### config.mk
export PLATFORM = sky130hd
export DESIGN_NAME = processor_status_full_flat
export DESIGN_NICKNAME = d
export VERILOG_FILES = /design/src/rtl/processor_status_full_pkg.sv /design/src/rtl/processor_status_full_if.sv /design/src/rtl/processor_status_full_so_edge_detect.sv /design/src/rtl/processor_status_full.sv /design/src/flat_wrapper.sv
export SDC_FILE = /design/constraint.sdc
export NUM_CORES = 1
export LEC_CHECK = 0
export ABC_AREA = 1
export ABC_CLOCK_PERIOD_IN_PS = 800
export CORE_MARGIN = 2
export CORE_UTILIZATION = 27
export DETAILED_ROUTE_END_ITERATION = 10
export PLACE_DENSITY_LB_ADDON = 0.2
export SETUP_SLACK_MARGIN = 0.5
export SYNTH_ARGS = -nofsm -noshare
export SYNTH_HDL_FRONTEND = slang
export SYNTH_SLANG_ARGS = --single-unit
### constraint.sdc
create_clock -name i_clk -period 0.8 [get_ports i_clk]
set_input_delay 0.16 -clock i_clk [delete_from_list [all_inputs] [get_ports i_clk]]
set_output_delay 0.16 -clock i_clk [all_outputs]
set_load 0.01 [all_outputs]
### src/rtl/processor_status_full_pkg.sv
// rtl/processor_status_full_pkg.sv - shared 6502 status flag constants
package cpu6502_pkg;

   localparam int FLAG_C = 0;
   localparam int FLAG_Z = 1;
   localparam int FLAG_I = 2;
   localparam int FLAG_D = 3;
   localparam int FLAG_B = 4;
   localparam int FLAG_U = 5;
   localparam int FLAG_V = 6;
   localparam int FLAG_N = 7;

   localparam logic [7:0] P_RESET = 8'h24;

endpackage

### src/rtl/processor_status_full_if.sv
// rtl/processor_status_full_if.sv - decoder/ALU to status-register signal bundle
interface processor_status_full_if;

   logic [7:0] i_db;
   logic       i_ir5;
   logic       i_acr;
   logic       i_avr;
   logic       i_so_n;
   logic       i_sync;
   logic       i_b_push;
   logic       i_db0_c;
   logic       i_ir5_c;
   logic       i_acr_c;
   logic       i_db1_z;
   logic       i_dbz_z;
   logic       i_db2_i;
   logic       i_ir5_i;
   logic       i_1_i;
   logic       i_db3_d;
   logic       i_ir5_d;
   logic       i_db6_v;
   logic       i_avr_v;
   logic       i_0_v;
   logic       i_db7_n;
   logic [7:0] o_p;
   logic       o_decimal;
   logic       o_irq_mask;

   modport master (
      output i_db, i_ir5, i_acr, i_avr, i_so_n, i_sync, i_b_push,
      output i_db0_c, i_ir5_c, i_acr_c, i_db1_z, i_dbz_z,
      output i_db2_i, i_ir5_i, i_1_i, i_db3_d, i_ir5_d,
      output i_db6_v, i_avr_v, i_0_v, i_db7_n,
      input  o_p, o_decimal, o_irq_mask
   );

   modport slave (
      input  i_db, i_ir5, i_acr, i_avr, i_so_n, i_sync, i_b_push,
      input  i_db0_c, i_ir5_c, i_acr_c, i_db1_z, i_dbz_z,
      input  i_db2_i, i_ir5_i, i_1_i, i_db3_d, i_ir5_d,
      input  i_db6_v, i_avr_v, i_0_v, i_db7_n,
      output o_p, o_decimal, o_irq_mask
   );

endinterface

### src/rtl/processor_status_full_so_edge_detect.sv
// rtl/processor_status_full_so_edge_detect.sv - Set-Overflow pin falling-edge detector
// The event is combinational from the registered previous pin level, so it acts on the same edge.
module so_edge_detect (
   input  logic i_clk,
   input  logic i_reset,
   input  logic i_so_n,
   output logic o_event
);

   logic so_q;
   logic so_d;

   assign so_d    = i_so_n;
   assign o_event = so_q & ~i_so_n;

   always_ff @(negedge i_clk) begin
      if (i_reset) begin
         so_q <= 1'b1;
      end else begin
         so_q <= so_d;
      end
   end

endmodule

### src/rtl/processor_status_full.sv
// rtl/processor_status_full.sv - 6502/2A03 processor status register with SO input and IRQ mask lag
// All state changes on the falling edge of i_clk; each flag has its own priority-ordered next-state logic.
module processor_status_full
   import cpu6502_pkg::*;
#(
   parameter bit RESET_I    = 1'b1,
   parameter bit DECIMAL_EN = 1'b0
) (
   input  logic                     i_clk,
   input  logic                     i_reset,
   processor_status_full_if.slave   bus
);

   logic c_q, c_d;
   logic z_q, z_d;
   logic i_q, i_d;
   logic d_q, d_d;
   logic v_q, v_d;
   logic n_q, n_d;
   logic irq_mask_q, irq_mask_d;
   logic so_event;

   so_edge_detect u_so_edge_detect (
      .i_clk   (i_clk),
      .i_reset (i_reset),
      .i_so_n  (bus.i_so_n),
      .o_event (so_event)
   );

   always_comb begin
      c_d = c_q;
      if (bus.i_acr_c) begin
         c_d = bus.i_acr;
      end else if (bus.i_db0_c) begin
         c_d = bus.i_db[0];
      end else if (bus.i_ir5_c) begin
         c_d = bus.i_ir5;
      end
   end

   always_comb begin
      z_d = z_q;
      if (bus.i_dbz_z) begin
         z_d = ~|bus.i_db;
      end else if (bus.i_db1_z) begin
         z_d = bus.i_db[1];
      end
   end

   always_comb begin
      i_d = i_q;
      if (bus.i_1_i) begin
         i_d = 1'b1;
      end else if (bus.i_db2_i) begin
         i_d = bus.i_db[2];
      end else if (bus.i_ir5_i) begin
         i_d = bus.i_ir5;
      end
   end

   always_comb begin
      d_d = d_q;
      if (bus.i_db3_d) begin
         d_d = bus.i_db[3];
      end else if (bus.i_ir5_d) begin
         d_d = bus.i_ir5;
      end
   end

   // An SO event that coincides with any explicit V write is dropped, not deferred.
   always_comb begin
      v_d = v_q;
      if (bus.i_avr_v) begin
         v_d = bus.i_avr;
      end else if (bus.i_db6_v) begin
         v_d = bus.i_db[6];
      end else if (bus.i_0_v) begin
         v_d = 1'b0;
      end else if (so_event) begin
         v_d = 1'b1;
      end
   end

   always_comb begin
      n_d = n_q;
      if (bus.i_db7_n) begin
         n_d = bus.i_db[7];
      end
   end

   // The poller sees I as it stood before the opcode fetch, giving the one-instruction lag.
   always_comb begin
      irq_mask_d = irq_mask_q;
      if (bus.i_1_i) begin
         irq_mask_d = 1'b1;
      end else if (bus.i_sync) begin
         irq_mask_d = i_q;
      end
   end

   always_ff @(negedge i_clk) begin
      if (i_reset) begin
         c_q        <= P_RESET[FLAG_C];
         z_q        <= P_RESET[FLAG_Z];
         i_q        <= RESET_I;
         d_q        <= P_RESET[FLAG_D];
         v_q        <= P_RESET[FLAG_V];
         n_q        <= P_RESET[FLAG_N];
         irq_mask_q <= RESET_I;
      end else begin
         c_q        <= c_d;
         z_q        <= z_d;
         i_q        <= i_d;
         d_q        <= d_d;
         v_q        <= v_d;
         n_q        <= n_d;
         irq_mask_q <= irq_mask_d;
      end
   end

   always_comb begin
      bus.o_p         = 8'h00;
      bus.o_p[FLAG_C] = c_q;
      bus.o_p[FLAG_Z] = z_q;
      bus.o_p[FLAG_I] = i_q;
      bus.o_p[FLAG_D] = d_q;
      bus.o_p[FLAG_B] = bus.i_b_push;
      bus.o_p[FLAG_U] = 1'b1;
      bus.o_p[FLAG_V] = v_q;
      bus.o_p[FLAG_N] = n_q;
   end

   assign bus.o_decimal  = d_q & DECIMAL_EN;
   assign bus.o_irq_mask = irq_mask_q;

endmodule

### src/flat_wrapper.sv
// flat-port wrapper written by rule: the top's interface ports become plain ports
module processor_status_full_flat import cpu6502_pkg::*;
#(
   parameter bit RESET_I    = 1'b1,
   parameter bit DECIMAL_EN = 1'b0
)
  (i_clk, i_reset, bus_i_db, bus_i_ir5, bus_i_acr, bus_i_avr, bus_i_so_n, bus_i_sync, bus_i_b_push, bus_i_db0_c, bus_i_ir5_c, bus_i_acr_c, bus_i_db1_z, bus_i_dbz_z, bus_i_db2_i, bus_i_ir5_i, bus_i_1_i, bus_i_db3_d, bus_i_ir5_d, bus_i_db6_v, bus_i_avr_v, bus_i_0_v, bus_i_db7_n, bus_o_p, bus_o_decimal, bus_o_irq_mask);
  processor_status_full_if bus_i ();
  input  logic i_clk;
  input  logic i_reset;
  input wire logic [$bits(bus_i.i_db)-1:0] bus_i_db;
  input wire logic [$bits(bus_i.i_ir5)-1:0] bus_i_ir5;
  input wire logic [$bits(bus_i.i_acr)-1:0] bus_i_acr;
  input wire logic [$bits(bus_i.i_avr)-1:0] bus_i_avr;
  input wire logic [$bits(bus_i.i_so_n)-1:0] bus_i_so_n;
  input wire logic [$bits(bus_i.i_sync)-1:0] bus_i_sync;
  input wire logic [$bits(bus_i.i_b_push)-1:0] bus_i_b_push;
  input wire logic [$bits(bus_i.i_db0_c)-1:0] bus_i_db0_c;
  input wire logic [$bits(bus_i.i_ir5_c)-1:0] bus_i_ir5_c;
  input wire logic [$bits(bus_i.i_acr_c)-1:0] bus_i_acr_c;
  input wire logic [$bits(bus_i.i_db1_z)-1:0] bus_i_db1_z;
  input wire logic [$bits(bus_i.i_dbz_z)-1:0] bus_i_dbz_z;
  input wire logic [$bits(bus_i.i_db2_i)-1:0] bus_i_db2_i;
  input wire logic [$bits(bus_i.i_ir5_i)-1:0] bus_i_ir5_i;
  input wire logic [$bits(bus_i.i_1_i)-1:0] bus_i_1_i;
  input wire logic [$bits(bus_i.i_db3_d)-1:0] bus_i_db3_d;
  input wire logic [$bits(bus_i.i_ir5_d)-1:0] bus_i_ir5_d;
  input wire logic [$bits(bus_i.i_db6_v)-1:0] bus_i_db6_v;
  input wire logic [$bits(bus_i.i_avr_v)-1:0] bus_i_avr_v;
  input wire logic [$bits(bus_i.i_0_v)-1:0] bus_i_0_v;
  input wire logic [$bits(bus_i.i_db7_n)-1:0] bus_i_db7_n;
  output wire logic [$bits(bus_i.o_p)-1:0] bus_o_p;
  output wire logic [$bits(bus_i.o_decimal)-1:0] bus_o_decimal;
  output wire logic [$bits(bus_i.o_irq_mask)-1:0] bus_o_irq_mask;
  assign bus_i.i_db = bus_i_db;
  assign bus_i.i_ir5 = bus_i_ir5;
  assign bus_i.i_acr = bus_i_acr;
  assign bus_i.i_avr = bus_i_avr;
  assign bus_i.i_so_n = bus_i_so_n;
  assign bus_i.i_sync = bus_i_sync;
  assign bus_i.i_b_push = bus_i_b_push;
  assign bus_i.i_db0_c = bus_i_db0_c;
  assign bus_i.i_ir5_c = bus_i_ir5_c;
  assign bus_i.i_acr_c = bus_i_acr_c;
  assign bus_i.i_db1_z = bus_i_db1_z;
  assign bus_i.i_dbz_z = bus_i_dbz_z;
  assign bus_i.i_db2_i = bus_i_db2_i;
  assign bus_i.i_ir5_i = bus_i_ir5_i;
  assign bus_i.i_1_i = bus_i_1_i;
  assign bus_i.i_db3_d = bus_i_db3_d;
  assign bus_i.i_ir5_d = bus_i_ir5_d;
  assign bus_i.i_db6_v = bus_i_db6_v;
  assign bus_i.i_avr_v = bus_i_avr_v;
  assign bus_i.i_0_v = bus_i_0_v;
  assign bus_i.i_db7_n = bus_i_db7_n;
  assign bus_o_p = bus_i.o_p;
  assign bus_o_decimal = bus_i.o_decimal;
  assign bus_o_irq_mask = bus_i.o_irq_mask;
  processor_status_full #(.RESET_I(RESET_I), .DECIMAL_EN(DECIMAL_EN)) u_core (.i_clk(i_clk), .i_reset(i_reset), .bus(bus_i));
endmodule
Yosys cells after proc, flatten, opt, wreduce, memory -nomap -nowiden. Cells that the tools add are included.

Bits in registers: 8. Output and inout port bits: 10. Logic and storage cells: 31. Input port bits: 30.

Reductions and logical operators: 8. Bitwise operators: 2. Muxes and demuxes: 13.

Operator list (count): $mux W1 (13); $reduce_or A8 Y1 (1); $reduce_bool A2 Y1 (3); $reduce_bool A4 Y1 (1); $reduce_bool A3 Y1 (1); $reduce_or A2 Y1 (1); $and A1 B1 Y1 (1); $logic_not A1 Y1 (1); $not A1 Y1 (1).

Longest topological paths before layout.
Depth in word-level cells: 6. Mapped depth: 5. Mapped depth without buffers: 5.

Modules after synthesis. From an unflattened synthesis, not the netlist that was laid out.

Cell total of the unflattened synthesis: 76. Area, all modules: 475.5 sq um.

By module, submodules not included: processor_status_full (area each 432.9 sq um, seq. area each 140.1 sq um, cells each 69, instances 1); so_edge_detect (area each 42.5 sq um, seq. area each 20.0 sq um, cells each 7, instances 1).

==> out/metrics.cfg <==
[die]
io_pins=40
dieArea_sq_um=2090
dieWidth_microns=45.7
core-area_sq_um=1690
die_h_microns=45.7
start_util=0.279
num_rows=15

[setup_path]
slowest_delay_ns=0.32
worstPathRequired_ns=0.64
critPathKind=reg2out
cp.arrival_ns=1.15
critPathLaunchType=register
cp_cell_sequence=buf_6
slowest_stage=dfxtp_2
cp-end-kind=primary output
critPathTopFamily=flip-flops
path_max_fanout=2
critPathBufInv=1

[sta]
setup_viol=7
rsz0062_at_grt=yes
fin_tns_setup_ns=-3.51
finalMaxSlewViolations=0
setup_ws_ns=-0.511
hold_violations=0
finalClockSkew_ns=0.000874

[placement]
io_buffer_count=35
place_ws_ns=-0.779
post-dp-hpwl_microns=907
dpl-instance-area_sq_um=851
gp_congestion=0.716

[cts]
cts_buffers=3
htreeDepth=1
clk_latency_ns=0.32
cts_tree=built
cts_hold_buf=0
root_buffer=clkbuf_4
cts_buffer_depth=2
cts.sinks=8
clk_pin_slew_ns=0.04

[routing]
top_layer_used=met4
wl_per_cell_microns=9.61
first_pass_iters=3
ant_nets=0
wl_met1_microns=449
routed_via_density=4.30
initialDrtViolationCount=6
drc=0
vias=568
met2_wirelength_microns=667
dr_wl_met3_microns=119
drt-total-wl_mm=1.27

[final_layout]
multi_input_comb_area_sq_um=298
area_delta_synth_final_pct=104
n_antenna_cell=0
final_nets=147
drive_gt1_frac=0.626
final_util=0.569
regArea_sq_um=169
stdcell_area_sq_um=961
nFillCells=173

[synth]
synth_most_common_cell=nand2_1
syn_nets=105
synth.distinct_cells=12
synthTopCellsByCount=nand2_1, inv_1, nor2_1
synth_cells=75
yosysSeqAreaShare=0.340
synth_area_per_cell_sq_um=6.27
netlist_area_sq_um=470
yosys.area.top_type_share=0.340
ys_top_cells_by_area=dfxtp_1, buf_4, nand2_1, inv_1, nor2_1
yosys_register_bits=8
ys.flop_type=dfxtp_1
yosys_warnings=0
synth-edff-count=0
yosys.area.top_type=dfxtp_1
synthArstFlopShare=0

[power]
irDropWorstVdd_mv=0.685
leakage_nw=0.501
p_total_mw=1.29
p_per_area_nw_per_um2=1340

[global_routing]
first_global_vias=508
grt_usage=0.132
antenna_found_initial=0
grt_max_degree=6
grt.overflow.total=0
grt_pass1_wl_mm=1.90

[status]
outcome=finished, violations left
violations=setup timing

[flow_run]
maxCapViolations=0

[hold_path]
hp-class=in2out

-- report_power, final --
group	internal (mW)	switching (mW)	total, mW
clock	0.226	0.251	0.477
sequential	0.432	0.0174	0.449
combinational	0.210	0.154	0.365
-- registers in the layout, summed over array words and instances, names as in the netlist --
register	cells
u_core.bus.o_irq_mask	1
u_core.z_q	1
u_core.d_q	1
u_core.n_q	1
u_core.u_so_edge_detect.so_q	1
u_core.v_q	1
u_core.i_q	1
u_core.c_q	1
-- repair_timing --
item	4_1_cts	5_1_grt
endpoints found under the setup margin	16	16
pin swaps	33	20
setup buffers	0	2
resized for setup	159	20
-- placed cells by master (no fill, tap or decap), types with 2 or more instances in the layout --
| cell type | Yosys | layout |
|---|---|---|
| o21ai_2 | 0 | 2 |
| dfxtp_2 | 0 | 7 |
| buf_4 | 9 | 2 |
| inv_2 | 0 | 3 |
| inv_1 | 13 | 15 |
| nand2_2 | 0 | 3 |
| buf_6 | 0 | 16 |
| buf_2 | 0 | 12 |
| nor2_4 | 0 | 4 |
| conb_1 | 2 | 2 |
| nor2_2 | 1 | 3 |
| buf_8 | 0 | 2 |
| nand2_1 | 15 | 11 |
| o21ai_4 | 0 | 2 |
| clkdlybuf4s15_1 | 0 | 3 |
| clkbuf_2 | 0 | 3 |
| clkbuf_4 | 0 | 3 |
| nor2_1 | 13 | 7 |
| a21oi_2 | 0 | 5 |
| inv_12 | 0 | 2 |
-- worst reg2reg max path, cell delays in order (launching register included) --
cell     delay, ns
dfxtp_2       0.32
nor2_2        0.10
a21oi_2       0.04
o21ai_1       0.13
inv_1         0.05
-- worst paths after layout --
check / startpoint / end / slack (ns) / cells past startpoint
worst max-delay path: u_core.c_q$_SDFFE_NP0P_ / bus_o_p[0] / -0.51 / 1
worst min-delay path: bus_i_b_push / bus_o_p[4] / 0.32 / 0
worst max register to register: u_core.d_q$_SDFFE_NP0P_ / u_core.d_q$_SDFFE_NP0P_ / 0.06 / 4
worst min register to register: u_core.bus.o_irq_mask$_SDFFE_NP1P_ / u_core.bus.o_irq_mask$_SDFFE_NP1P_ / 0.47 / 2
-- through the flow --
stage          cells  hold slack [ns]
2_1_floorplan     75            0.394
3_3_place_gp     120            0.320
3_5_place_dp     120            0.320
4_1_cts          130            0.320
5_1_grt          132            0.320
6_report         132            0.320
-- logic make-up (layout without fill, tap and decap cells) --
group / count (synthesis) / count (layout) / synth area share
compound gates: 13 / 13 / 0.149
buf+inv: 22 / 62 / 0.247
flops: 8 / 8 / 0.340
other cells: 2 / 2 / 0.0160
simple gates: 30 / 30 / 0.247
-- layer usage --
layer  vias to the layer above  track usage
met4                         0        0.126
li1                        297            -
met5                         -            0
met3                         4       0.0635
met2                        23        0.208
met1                       244        0.123
-- layout make-up --
cell class / instances / share of cell area
clock buffer: 3 / 0.0234
inverter: 12 / 0.0729
clock inverter: 8 / 0.0312
timing repair buffer: 39 / 0.365
sequential: 8 / 0.176
tap: 17 / 0.0221
multi-input combinational: 45 / 0.310
Power figures use the tool's default switching activity.
